==> src/rtl/master_bus_arbiter_pkg.sv <==
// Shared definitions for the two-master bus arbiter.
//   ArbState              : ownership state encoding
//   ARB_DEFAULT_MAX_HOLD  : default back-to-back transfer limit while the other master waits
//   ARB_DEFAULT_TIMEOUT   : default stall watchdog length in cycles
//   ARB_HOLD_W / ARB_WD_W : counter widths sized for the legal parameter ranges
package master_bus_arbiter_pkg;

  typedef enum logic [1:0] {
    ARB_IDLE  = 2'd0,
    ARB_OWN_A = 2'd1,
    ARB_OWN_B = 2'd2
  } ArbState;

  localparam int ARB_DEFAULT_MAX_HOLD = 16;
  localparam int ARB_DEFAULT_TIMEOUT  = 255;

  // MAX_HOLD <= 255, TIMEOUT_CYCLES <= 65535
  localparam int ARB_HOLD_W = 8;
  localparam int ARB_WD_W   = 16;

endpackage

==> src/rtl/master_bus_watchdog.sv <==
// Saturating stall counter for the bus arbiter.
//   clk, rst : clock, asynchronous active-high reset
//   enable   : owner is stalled this cycle (request high, no completion)
//   clear    : restart the count (completion seen or ownership changing)
//   expire   : high in the cycle the count reaches TIMEOUT_CYCLES-1 while enabled
module master_bus_watchdog
  import master_bus_arbiter_pkg::*;
#(
  parameter int TIMEOUT_CYCLES = ARB_DEFAULT_TIMEOUT
) (
  input  logic clk,
  input  logic rst,
  input  logic enable,
  input  logic clear,
  output logic expire
);

  localparam logic [ARB_WD_W-1:0] WD_LAST = ARB_WD_W'(TIMEOUT_CYCLES - 1);

  logic [ARB_WD_W-1:0] cnt_q, cnt_d;

  always_comb begin
    cnt_d = cnt_q;
    if (clear) begin
      cnt_d = '0;
    end else if (enable && (cnt_q != WD_LAST)) begin
      cnt_d = cnt_q + 1'b1;
    end
  end

  always_ff @(posedge clk or posedge rst) begin
    if (rst) begin
      cnt_q <= '0;
    end else begin
      cnt_q <= cnt_d;
    end
  end

  // Deliberately independent of clear: the arbiter derives clear from its
  // next state, which itself depends on expire.
  assign expire = enable && (cnt_q == WD_LAST);

endmodule

==> src/rtl/master_bus_arbiter.sv <==
// Ownership arbiter for the two-master bus multiplexer.
//   clk, rst   : clock, asynchronous active-high reset
//   reqA, reqB : transfer pending from master A / B, held until busDone
//   lockA      : A asks to keep the bus past the hold limit
//   busDone    : slave completes the current transfer this cycle
//   useA       : mux select, 1 = A drives the bus (parked on last owner when idle)
//   grantA/B   : A / B owns the bus
//   busTimeout : one-cycle pulse when the stall watchdog fires
//   grantCntA/B: grant counters, present only when MASTER_BUS_ARB_STATS_EN is defined
// Round-robin on ties, hold-limit preemption, A-only lock, stall watchdog.
module master_bus_arbiter
  import master_bus_arbiter_pkg::*;
#(
  parameter int MAX_HOLD       = ARB_DEFAULT_MAX_HOLD,
  parameter int TIMEOUT_CYCLES = ARB_DEFAULT_TIMEOUT
) (
  input  logic        clk,
  input  logic        rst,
  input  logic        reqA,
  input  logic        reqB,
  input  logic        lockA,
  input  logic        busDone,
  output logic        useA,
  output logic        grantA,
  output logic        grantB,
  output logic        busTimeout
`ifdef MASTER_BUS_ARB_STATS_EN
  ,
  output logic [31:0] grantCntA,
  output logic [31:0] grantCntB
`endif
);

  localparam logic [ARB_HOLD_W-1:0] HOLD_LAST = ARB_HOLD_W'(MAX_HOLD - 1);

  ArbState               state_q, state_d;
  logic                  last_a_q, last_a_d;   // lastOwner == A
  logic [ARB_HOLD_W-1:0] hold_q, hold_d;
  logic                  use_a_q, use_a_d;
  logic                  timeout_q, timeout_d;

  logic    owned, owner_is_a, owner_req, other_req, lock_hold;
  logic    wd_en, wd_clear, wd_expire;
  ArbState other_state;

  assign owned       = (state_q != ARB_IDLE);
  assign owner_is_a  = (state_q == ARB_OWN_A);
  assign owner_req   = owner_is_a ? reqA : reqB;
  assign other_req   = owner_is_a ? reqB : reqA;
  assign other_state = owner_is_a ? ARB_OWN_B : ARB_OWN_A;
  // lockA has no effect while B owns the bus
  assign lock_hold   = owner_is_a && lockA;

  assign wd_en    = owned && owner_req && !busDone;
  assign wd_clear = busDone || !owned || (state_d != state_q);

  master_bus_watchdog #(
    .TIMEOUT_CYCLES(TIMEOUT_CYCLES)
  ) u_watchdog (
    .clk   (clk),
    .rst   (rst),
    .enable(wd_en),
    .clear (wd_clear),
    .expire(wd_expire)
  );

  // State register
  always_ff @(posedge clk or posedge rst) begin
    if (rst) begin
      state_q   <= ARB_IDLE;
      last_a_q  <= 1'b0;
      hold_q    <= '0;
      use_a_q   <= 1'b1;
      timeout_q <= 1'b0;
    end else begin
      state_q   <= state_d;
      last_a_q  <= last_a_d;
      hold_q    <= hold_d;
      use_a_q   <= use_a_d;
      timeout_q <= timeout_d;
    end
  end

  // Next-state logic
  always_comb begin
    state_d   = state_q;
    last_a_d  = last_a_q;
    hold_d    = hold_q;
    timeout_d = 1'b0;
    case (state_q)
      ARB_IDLE: begin
        hold_d = '0;
        if (reqA && reqB) begin
          state_d = last_a_q ? ARB_OWN_B : ARB_OWN_A;
        end else if (reqA) begin
          state_d = ARB_OWN_A;
        end else if (reqB) begin
          state_d = ARB_OWN_B;
        end
      end
      ARB_OWN_A, ARB_OWN_B: begin
        if (wd_expire) begin
          state_d   = ARB_IDLE;
          timeout_d = 1'b1;
          last_a_d  = owner_is_a;
          hold_d    = '0;
        end else if (!owner_req) begin
          // direct handoff, no idle bubble
          state_d  = other_req ? other_state : ARB_IDLE;
          last_a_d = owner_is_a;
          hold_d   = '0;
        end else if (busDone && (hold_q == HOLD_LAST) && other_req && !lock_hold) begin
          state_d  = other_state;
          last_a_d = owner_is_a;
          hold_d   = '0;
        end else if (busDone && (hold_q != HOLD_LAST)) begin
          hold_d = hold_q + 1'b1;
        end
      end
      default: begin
        state_d = ARB_IDLE;
        hold_d  = '0;
      end
    endcase

    // select follows the next owner; idle keeps it parked
    use_a_d = use_a_q;
    if (state_d == ARB_OWN_A) begin
      use_a_d = 1'b1;
    end else if (state_d == ARB_OWN_B) begin
      use_a_d = 1'b0;
    end
  end

  // Outputs, all taken from registers
  always_comb begin
    grantA     = (state_q == ARB_OWN_A);
    grantB     = (state_q == ARB_OWN_B);
    useA       = use_a_q;
    busTimeout = timeout_q;
  end

`ifdef MASTER_BUS_ARB_STATS_EN
  logic [31:0] grant_cnt_a_q, grant_cnt_b_q;

  always_ff @(posedge clk or posedge rst) begin
    if (rst) begin
      grant_cnt_a_q <= '0;
      grant_cnt_b_q <= '0;
    end else begin
      if ((state_d == ARB_OWN_A) && (state_q != ARB_OWN_A)) begin
        grant_cnt_a_q <= grant_cnt_a_q + 1'b1;
      end
      if ((state_d == ARB_OWN_B) && (state_q != ARB_OWN_B)) begin
        grant_cnt_b_q <= grant_cnt_b_q + 1'b1;
      end
    end
  end

  assign grantCntA = grant_cnt_a_q;
  assign grantCntB = grant_cnt_b_q;
`endif

endmodule

==> config.mk <==
export PLATFORM = sky130hd
export DESIGN_NAME = master_bus_arbiter
export DESIGN_NICKNAME = d
export VERILOG_FILES = /design/src/rtl/master_bus_arbiter_pkg.sv /design/src/rtl/master_bus_watchdog.sv /design/src/rtl/master_bus_arbiter.sv
export SDC_FILE = /design/constraint.sdc
export NUM_CORES = 1
export LEC_CHECK = 0
export BUFFER_PORTS_ARGS = -buffer_cell sky130_fd_sc_hd__buf_4
export CELL_PAD_IN_SITES_DETAIL_PLACEMENT = 1
export CELL_PAD_IN_SITES_GLOBAL_PLACEMENT = 2
export CORE_ASPECT_RATIO = 1.1
export CORE_MARGIN = 4
export CORE_UTILIZATION = 30
export CTS_CLUSTER_DIAMETER = 120
export DETAILED_ROUTE_END_ITERATION = 10
export GPL_ROUTABILITY_DRIVEN = 0
export HOLD_SLACK_MARGIN = 0.15
export PLACE_DENSITY_LB_ADDON = 0.1
export SYNTH_ARGS = -nofsm -noshare
export SYNTH_HDL_FRONTEND = slang
export SYNTH_SLANG_ARGS = --single-unit
==> constraint.sdc <==
create_clock -name clk -period 2.7 [get_ports clk]
set_input_delay 0.135 -clock clk [delete_from_list [all_inputs] [get_ports clk]]
set_output_delay 0.135 -clock clk [all_outputs]
set_load 0.05 [all_outputs]
==> impl_metrics.prom, run 1 <==
# TYPE chip_impl_metric gauge
chip_impl_info{name="run_status",value="complete, no violations"} 1
chip_impl_metric{name="worst_margin_pin_slew",unit="ns"} 0.405
chip_impl_metric{name="report.final.hold_viol_count",unit=""} 0
chip_impl_metric{name="die_area",unit="um^2"} 7430
chip_impl_metric{name="die_x",unit="um"} 82.6
chip_impl_metric{name="slew-limit-headroom",unit="%"} 73.0
chip_impl_metric{name="grt_util_all_layers",unit="%"} 12.9
chip_impl_info{name="worst_setup_path_end_kind",value="flop"} 1
chip_impl_metric{name="num_io_pins",unit=""} 10
chip_impl_metric{name="timing.final.max_slew_violations",unit=""} 0
chip_impl_metric{name="critPathBufInv",unit=""} 0
chip_impl_metric{name="cap_violations",unit=""} 0
chip_impl_metric{name="hpwlAfterDp",unit="um"} 3210
chip_impl_metric{name="final_antenna_net_count",unit=""} 0
chip_impl_metric{name="worst_ep_required_time",unit="ns"} 2.91
chip_impl_metric{name="cp_data_arrival_time",unit="ns"} 2.78
chip_impl_metric{name="drt_first_pass_iters",unit=""} 5
chip_impl_info{name="cp-startpoint",value="hold_q[0]"} 1
chip_impl_metric{name="grt_pass1_wl",unit="um"} 7480
chip_impl_metric{name="crit_path_max_fanout",unit=""} 4
chip_impl_metric{name="post_synth_instance_area",unit="um^2"} 1830
chip_impl_metric{name="syn-mean-instance-area",unit="um^2"} 10.1
chip_impl_metric{name="synth-edff-count",unit=""} 0
chip_impl_metric{name="grt_overflow",unit=""} 0
chip_impl_metric{name="initial_core_util",unit="%"} 31.4
chip_impl_info{name="synth_area_leaders",value="sky130_fd_sc_hd__dfrtp_1 (38%), sky130_fd_sc_hd__nor3_2 (6.0%), sky130_fd_sc_hd__xnor2_1 (5.7%)"} 1
chip_impl_info{name="crit_path_frequent_cell",value="sky130_fd_sc_hd__ha_1"} 1
chip_impl_metric{name="synth-simple-area-share",unit="%"} 29.8
chip_impl_metric{name="maximum_frequency_from_static_timing_analysis",unit="GHz"} 0.388
chip_impl_metric{name="htree_num_levels",unit=""} 2
chip_impl_metric{name="final_layout_size_suffix_gt1_share",unit="%"} 27.1
chip_impl_info{name="largest_family_of_logic_cells_by_synthesized_area",value="simple AND/OR/NAND/NOR gates"} 1
chip_impl_info{name="cts.root.buffer_cell",value="sky130_fd_sc_hd__clkbuf_8"} 1
chip_impl_metric{name="cts.sinks",unit=""} 29
chip_impl_info{name="cp_slowest_cell",value="sky130_fd_sc_hd__or4b_4"} 1
chip_impl_metric{name="share_of_synthesized_flip_flops_with_an_asynchronous_set_or_reset",unit="%"} 100
chip_impl_metric{name="cts_max_path_buffers",unit=""} 2
chip_impl_metric{name="report.final.setup_viol",unit=""} 0
chip_impl_metric{name="fin_total_pwr",unit="mW"} 1.78
chip_impl_info{name="ys.flop_type",value="sky130_fd_sc_hd__dfrtp_1"} 1
chip_impl_metric{name="post-cts-setup-buffers",unit=""} 0
chip_impl_metric{name="die-height",unit="um"} 90.0
chip_impl_metric{name="instance_count_of_the_mapped_netlist",unit=""} 182
chip_impl_info{name="holdCritPathClass",value="in -> reg"} 1
chip_impl_metric{name="drt_iter0_drc",unit=""} 60
chip_impl_metric{name="synth_sequential_area_ratio",unit="%"} 39.6
chip_impl_metric{name="synth_mux_area_share",unit="%"} 2.25
chip_impl_info{name="tritoncts_clock_tree",value="done"} 1
chip_impl_metric{name="routedWlPerCell",unit="um"} 14.9
chip_impl_metric{name="drc",unit=""} 0
chip_impl_metric{name="p_leak",unit="nW"} 0.900
chip_impl_metric{name="netlist-cell-type-count",unit=""} 45
chip_impl_metric{name="final.period_utilization",unit="%"} 95.4
chip_impl_metric{name="core-area",unit="um^2"} 5840
chip_impl_metric{name="proportion_of_netlist_area_held_by_the_largest_area_contributor",unit="%"} 38.2
chip_impl_metric{name="worst_skew_pair.late_latency",unit="ns"} 0.28
chip_impl_metric{name="timing.clock.skew",unit="ns"} 0.00416
chip_impl_metric{name="synth_area_in_adders",unit="%"} 5.46
chip_impl_metric{name="vias_per_cell",unit=""} 4.93
chip_impl_info{name="critical_path_class",value="reg -> reg"} 1
chip_impl_info{name="critical_path.cell_chain",value="ha_1 > or4b_4 > o32a_1 > o21ai_2 > a21boi_1 > or2_2 > ha_1 > mux2_2"} 1
chip_impl_metric{name="initial_antenna_violation_count",unit=""} 0
chip_impl_metric{name="numPlacedInstances",unit=""} 278
chip_impl_metric{name="area_delta_synth_final",unit="%"} 20.7
chip_impl_metric{name="route.final.wire_length",unit="um"} 4290
chip_impl_metric{name="fin_crit",unit="ns"} 2.58
chip_impl_metric{name="layout.nets",unit=""} 223
chip_impl_metric{name="yosysWarningCount",unit=""} 0
chip_impl_info{name="worstReg2RegStart",value="hold_q[0]"} 1
chip_impl_metric{name="worst_setup_hold_path_clk_slew",unit="ns"} 0.06
chip_impl_info{name="cp-start-kind",value="flop"} 1
chip_impl_metric{name="final_util",unit="%"} 37.9
chip_impl_info{name="start_point_of_the_worst_hold_path",value="busDone"} 1
chip_impl_metric{name="irDropWorstVdd",unit="mV"} 0.398
chip_impl_metric{name="grt_pass1_vias",unit=""} 1557
chip_impl_metric{name="number_of_synthesized_register_bits",unit=""} 29
chip_impl_metric{name="row_count",unit=""} 29
chip_impl_metric{name="cts_made_buffers",unit=""} 5
chip_impl_metric{name="routed-via-count",unit=""} 1415
chip_impl_info{name="synth_top_cell_by_area",value="sky130_fd_sc_hd__dfrtp_1"} 1
chip_impl_metric{name="port_buffers",unit=""} 9
chip_impl_metric{name="power_density",unit="nW/um^2"} 803
chip_impl_info{name="path_delay_family",value="simple AND/OR/NAND/NOR gates"} 1
chip_impl_metric{name="post_synth_xor_area_fraction",unit="%"} 10.5
chip_impl_metric{name="antenna-diode-count",unit=""} 0
chip_impl_metric{name="grt_max_degree",unit=""} 30
chip_impl_metric{name="synth_compound_area_share",unit="%"} 9.14
chip_impl_metric{name="max_stage_delay",unit="ns"} 0.49
chip_impl_metric{name="fin_cells",unit=""} 287
chip_impl_metric{name="number_of_nets_produced_by_synthesis",unit=""} 196
==> sequential cells by signal (all words and copies together), names as in the netlist <==
register          flops
busTimeout            1
last_a_q              1
hold_q                8
state_q               2
useA                  1
u_watchdog.cnt_q     16
==> worst paths after layout <==
path / end / cells past startpoint / slack [ns]
max: useA / 8 / 0.12
min: busTimeout / 3 / 0.27
max reg2reg: useA / 8 / 0.12
min reg2reg: last_a_q / 2 / 0.48
max in group asynchronous: useA / 4 / 1.87
min in group asynchronous: u_watchdog.cnt_q[12] / 4 / 0.49
==> power by group <==
group	switching, mW	total [mW]	internal, mW
combinational	0.485	0.804	0.319
sequential	0.0266	0.501	0.475
clock	0.172	0.472	0.301
total	0.683	1.78	1.09
==> cell usage after synthesis, drive strengths merged, types with 2 or more instances <==
cell and number:
a211oi 3, nor3 18, and3 4, nor2 19, o21ai 7, nand3 4, inv 7, or3 2
nand4 6, nor4 4, ha 8, xnor2 12, nand2 18, mux2i 3, xor2 10, and4 3
or2 2, buf 3, a21boi 2, dfrtp 28, or4 3
==> area by class of cell <==
cell class | instances | area [um^2]
inverters | 7 | 26.3
clock inverters | 1 | 30.0
fillers | 665 | 3630
clock buffers | 7 | 86.3
flip-flops and latches | 29 | 727
well taps | 77 | 96.3
repair buffers | 23 | 188
multi-input cells | 143 | 1060
==> routing by layer <==
layer | global-route usage [%] | up-vias | wire [um]
met3 | 3.30 | 6 | 104
met5 | 0 | - | 0
met2 | 21.9 | 14 | 2230
met1 | 15.4 | 696 | 1900
met4 | 4.77 | 0 | 55
li1 | - | 699 | -
==> per-stage QoR <==
step | area, um^2 | hold slack (ns) | setup TNS (ns) | setup slack, ns
finish | 2210 | 0.270 | 0 | 0.124
global route | 2210 | 0.261 | -0.0269 | -0.0269
CTS | 2200 | 0.249 | 0 | 0.0299
detailed placement | 2080 | 0.254 | 0 | 0.0495
global placement | 2080 | 0.239 | 0 | 0.112
floorplan | 1840 | 0.212 | 0 | 0.117
==> worst reg2reg max path, stage by stage (launching register included) <==
cell,delay (ns)
sky130_fd_sc_hd__dfrtp_1,0.38
sky130_fd_sc_hd__ha_1,0.18
sky130_fd_sc_hd__or4b_4,0.49
sky130_fd_sc_hd__o32a_1,0.39
sky130_fd_sc_hd__o21ai_2,0.08
sky130_fd_sc_hd__a21boi_1,0.08
sky130_fd_sc_hd__or2_2,0.30
sky130_fd_sc_hd__ha_1,0.28
sky130_fd_sc_hd__mux2_2,0.32
==> repair_timing <==
item | in CTS | in global routing
resized for setup | 0 | 4
hold buffers | 1 | 0
endpoints found under the hold margin | 28 | 0
setup endpoints to repair | 0 | 1
==> cell usage in the layout (no fill, tap or decap), types with 2 or more instances in the layout <==
| cell | n |
|---|---|
| sky130_fd_sc_hd__o21ai_2 | 2 |
| sky130_fd_sc_hd__mux2i_1 | 3 |
| sky130_fd_sc_hd__ha_1 | 7 |
| sky130_fd_sc_hd__inv_1 | 7 |
| sky130_fd_sc_hd__and4_1 | 3 |
| sky130_fd_sc_hd__clkbuf_8 | 6 |
| sky130_fd_sc_hd__a211oi_1 | 2 |
| sky130_fd_sc_hd__nor3_1 | 7 |
| sky130_fd_sc_hd__nand2_1 | 18 |
| sky130_fd_sc_hd__and3_1 | 4 |
| sky130_fd_sc_hd__a21boi_1 | 2 |
| sky130_fd_sc_hd__xnor2_1 | 12 |
| sky130_fd_sc_hd__nor2_1 | 19 |
| sky130_fd_sc_hd__nor4_1 | 3 |
| sky130_fd_sc_hd__dfrtp_1 | 28 |
| sky130_fd_sc_hd__nand3_1 | 4 |
| sky130_fd_sc_hd__nand4_1 | 6 |
| sky130_fd_sc_hd__nor3_2 | 11 |
| sky130_fd_sc_hd__or2_2 | 2 |
| sky130_fd_sc_hd__or4_4 | 2 |
| sky130_fd_sc_hd__xor2_1 | 10 |
| sky130_fd_sc_hd__buf_4 | 21 |
| sky130_fd_sc_hd__o21ai_0 | 5 |
==> logic make-up (layout without fill, tap and decap cells) <==
family                   after synthesis  after routing
AO/OA/AOI/OAI                         20             20
XOR/XNOR                              22             22
adder cells (fa/ha/maj)                8              8
buffers and inverters                 10             38
flip-flops                            29             29
multiplexers                           4              4
AND/OR/NAND/NOR                       89             89
No activity file was read; power rests on OpenSTA's default activity.
==> run 2, diff against run 1 <==
--- a/config.mk
+++ b/config.mk
@@ -11,6 +11,7 @@
 export CORE_ASPECT_RATIO = 1.1
 export CORE_MARGIN = 4
 export CORE_UTILIZATION = 30
+export CTS_BUF_LIST = sky130_fd_sc_hd__clkbuf_8
 export CTS_CLUSTER_DIAMETER = 120
 export DETAILED_ROUTE_END_ITERATION = 10
 export GPL_ROUTABILITY_DRIVEN = 0
==> run 2 against run 1 <==
Effect of this change:
- final area is the same
- global-route usage is the same
- die area is the same
- sequential cell count is the same
- sequential power is essentially flat
- worst hold slack is the same
- final cell count is the same
- clock power is essentially flat
- routed wire length is essentially flat
- via count is the same
- setup slack is essentially flat
==> impl_metrics.prom, run 2 (same netlist as run 1, synthesis figures left out) <==
# TYPE chip_impl_metric gauge
chip_impl_metric{name="finalHoldWorstSlack",unit="ns"} 0.270
chip_impl_metric{name="largest_register_ffs",unit=""} 16
chip_impl_info{name="critical_path_class",value="reg -> reg"} 1
chip_impl_metric{name="cp_data_arrival_time",unit="ns"} 2.78
chip_impl_info{name="start_point_of_the_worst_hold_path",value="busDone"} 1
chip_impl_metric{name="final_layout_size_suffix_gt1_share",unit="%"} 27.1
chip_impl_metric{name="port_buffers",unit=""} 9
chip_impl_info{name="highest_layer_used_for_signal_routing",value="met4"} 1
chip_impl_info{name="cp-start-kind",value="flop"} 1
chip_impl_metric{name="power_density",unit="nW/um^2"} 801
chip_impl_metric{name="hpwlAfterDp",unit="um"} 3210
chip_impl_metric{name="cap_violations",unit=""} 0
chip_impl_metric{name="grt_overflow",unit=""} 0
chip_impl_metric{name="die-height",unit="um"} 90.0
chip_impl_metric{name="layout.nets",unit=""} 223
chip_impl_metric{name="r2r_setup_slack",unit="ns"} 0.12
chip_impl_metric{name="fin_tns_setup",unit="ns"} 0
chip_impl_metric{name="routedWlPerCell",unit="um"} 14.9
chip_impl_metric{name="timing.final.max_slew_violations",unit=""} 0
chip_impl_metric{name="die_x",unit="um"} 82.6
chip_impl_info{name="layout_common_cells",value="sky130_fd_sc_hd__dfrtp_1 (28), sky130_fd_sc_hd__buf_4 (21), sky130_fd_sc_hd__nor2_1 (19)"} 1
chip_impl_info{name="run_status",value="complete, no violations"} 1
chip_impl_metric{name="met2_wirelength",unit="um"} 2230
chip_impl_metric{name="report.final.hold_viol_count",unit=""} 0
chip_impl_metric{name="initial_antenna_violation_count",unit=""} 0
chip_impl_metric{name="grt_util_all_layers",unit="%"} 12.9
chip_impl_metric{name="initial_core_util",unit="%"} 31.4
chip_impl_metric{name="row_count",unit=""} 29
chip_impl_info{name="largest-register",value="u_watchdog.cnt_q"} 1
chip_impl_metric{name="met3_length",unit="um"} 104
chip_impl_metric{name="grt_pass1_vias",unit=""} 1557
chip_impl_metric{name="m1WireLength",unit="um"} 1890
chip_impl_info{name="worstReg2RegStart",value="hold_q[0]"} 1
chip_impl_info{name="rr_endpoint",value="useA"} 1
chip_impl_metric{name="num_io_pins",unit=""} 10
chip_impl_metric{name="die_area",unit="um^2"} 7430
chip_impl_metric{name="antenna-diode-count",unit=""} 0
chip_impl_metric{name="slew-limit-headroom",unit="%"} 73.0
chip_impl_info{name="holdCritPathClass",value="in -> reg"} 1
chip_impl_metric{name="worst_setup_hold_path_clk_slew",unit="ns"} 0.06
chip_impl_metric{name="route.final.wire_length",unit="um"} 4290
chip_impl_metric{name="worst_margin_pin_slew",unit="ns"} 0.405
chip_impl_metric{name="worst_skew_pair.late_latency",unit="ns"} 0.28
chip_impl_metric{name="final_antenna_net_count",unit=""} 0
chip_impl_metric{name="report.final.setup_viol",unit=""} 0
chip_impl_metric{name="vias_per_cell",unit=""} 4.93
chip_impl_metric{name="p_leak",unit="nW"} 0.904
chip_impl_metric{name="cts.sinks",unit=""} 29
chip_impl_metric{name="fin_crit",unit="ns"} 2.58
chip_impl_metric{name="area_delta_synth_final",unit="%"} 20.7
chip_impl_metric{name="drt_first_pass_iters",unit=""} 5
chip_impl_metric{name="crit_path_max_fanout",unit=""} 4
chip_impl_metric{name="grt_max_degree",unit=""} 30
chip_impl_metric{name="cts_max_path_buffers",unit=""} 2
chip_impl_metric{name="worst_ep_required_time",unit="ns"} 2.91
chip_impl_info{name="worst_setup_path_end_kind",value="flop"} 1
chip_impl_metric{name="htree_num_levels",unit=""} 2
chip_impl_info{name="tritoncts_clock_tree",value="done"} 1
chip_impl_info{name="layout.cells.most_common",value="sky130_fd_sc_hd__dfrtp_1"} 1
chip_impl_metric{name="routed-via-count",unit=""} 1415
chip_impl_metric{name="drc",unit=""} 0
chip_impl_metric{name="min_path_cells",unit=""} 3
chip_impl_metric{name="timing.clock.skew",unit="ns"} 0.00416
chip_impl_metric{name="irDropWorstVdd",unit="mV"} 0.398
chip_impl_metric{name="maximum_frequency_from_static_timing_analysis",unit="GHz"} 0.388
chip_impl_metric{name="final.period_utilization",unit="%"} 95.4
chip_impl_metric{name="final_util",unit="%"} 37.9
chip_impl_metric{name="grt_pass1_wl",unit="um"} 7480
chip_impl_info{name="timing.hold.worst_endpoint",value="busTimeout"} 1
chip_impl_metric{name="cts_made_buffers",unit=""} 5
chip_impl_metric{name="core-area",unit="um^2"} 5840
chip_impl_metric{name="drt_iter0_drc",unit=""} 60
chip_impl_metric{name="num-fill-cells",unit=""} 665
chip_impl_info{name="reg.largest.list",value="u_watchdog.cnt_q x16, hold_q x8, state_q x2"} 1
chip_impl_info{name="cts.root.buffer_cell",value="sky130_fd_sc_hd__clkbuf_8"} 1
chip_impl_metric{name="worst_r2r_path_depth",unit=""} 8
-- run 2: per-layer routing --
metal | track usage, % | up-vias
li1 | - | 699
met1 | 15.4 | 696
met2 | 21.9 | 14
met3 | 3.30 | 6
met4 | 4.77 | 0
met5 | 0 | -
-- run 2: layout make-up --
cell class	instances	area [um^2]	area share [%]
clock buffer	6	82.6	3.73
inverter	7	26.3	1.19
clock inverter	2	33.8	1.53
multi-input combinational	143	1060	47.9
sequential	29	727	32.8
timing repair buffer	23	188	8.48
tap	77	96.3	4.35
-- run 2: worst max-delay path by stage --
| stage | start | endpoint | slack [ns] | depth (start not counted) |
|---|---|---|---|---|
| 3_5_place_dp | hold_q[0] | useA | 0.05 | 8 |
| 4_1_cts | hold_q[0] | useA | 0.03 | 8 |
| 2_1_floorplan | state_q[1] | useA | 0.12 | 9 |
| 3_3_place_gp | hold_q[0] | useA | 0.11 | 8 |
| 5_1_grt | hold_q[0] | useA | -0.03 | 9 |
| 6_report | hold_q[0] | useA | 0.12 | 8 |
-- run 2: timing repair --
item / CTS / global route
endpoints found under the hold margin: 28 / 0
gates resized for setup: 0 / 4
endpoints found under the setup margin: 0 / 1
buffers inserted: 0 / 0
hold buffers: 1 / 0
-- run 2: per-stage QoR --
step                      setup slack, ns  instances  instance area [um^2]  total power, mW
final                               0.124        287                  2210             1.77
after global routing              -0.0275        287                  2210             1.90
after CTS                          0.0290        287                  2200             1.80
after detailed placement           0.0495        278                  2080             1.32
after global placement              0.112        278                  2080             1.30
after floorplan                     0.117        182                  1840             1.08
-- run 2: worst max-delay path, stage by stage, from the launching register on --
cell and delay, ns:
sky130_fd_sc_hd__dfrtp_1 0.38, sky130_fd_sc_hd__ha_1 0.18, sky130_fd_sc_hd__or4b_4 0.49, sky130_fd_sc_hd__o32a_1 0.39
sky130_fd_sc_hd__o21ai_2 0.08, sky130_fd_sc_hd__a21boi_1 0.08, sky130_fd_sc_hd__or2_2 0.30, sky130_fd_sc_hd__ha_1 0.28
sky130_fd_sc_hd__mux2_2 0.32
-- run 2: power by group --
group / internal [mW] / leakage [nW] / switching (mW) / total, mW
Clock: 0.297 / 0.0626 / 0.172 / 0.469
Combinational: 0.319 / 0.443 / 0.485 / 0.804
Sequential: 0.475 / 0.398 / 0.0266 / 0.501
Total: 1.09 / 0.904 / 0.683 / 1.77
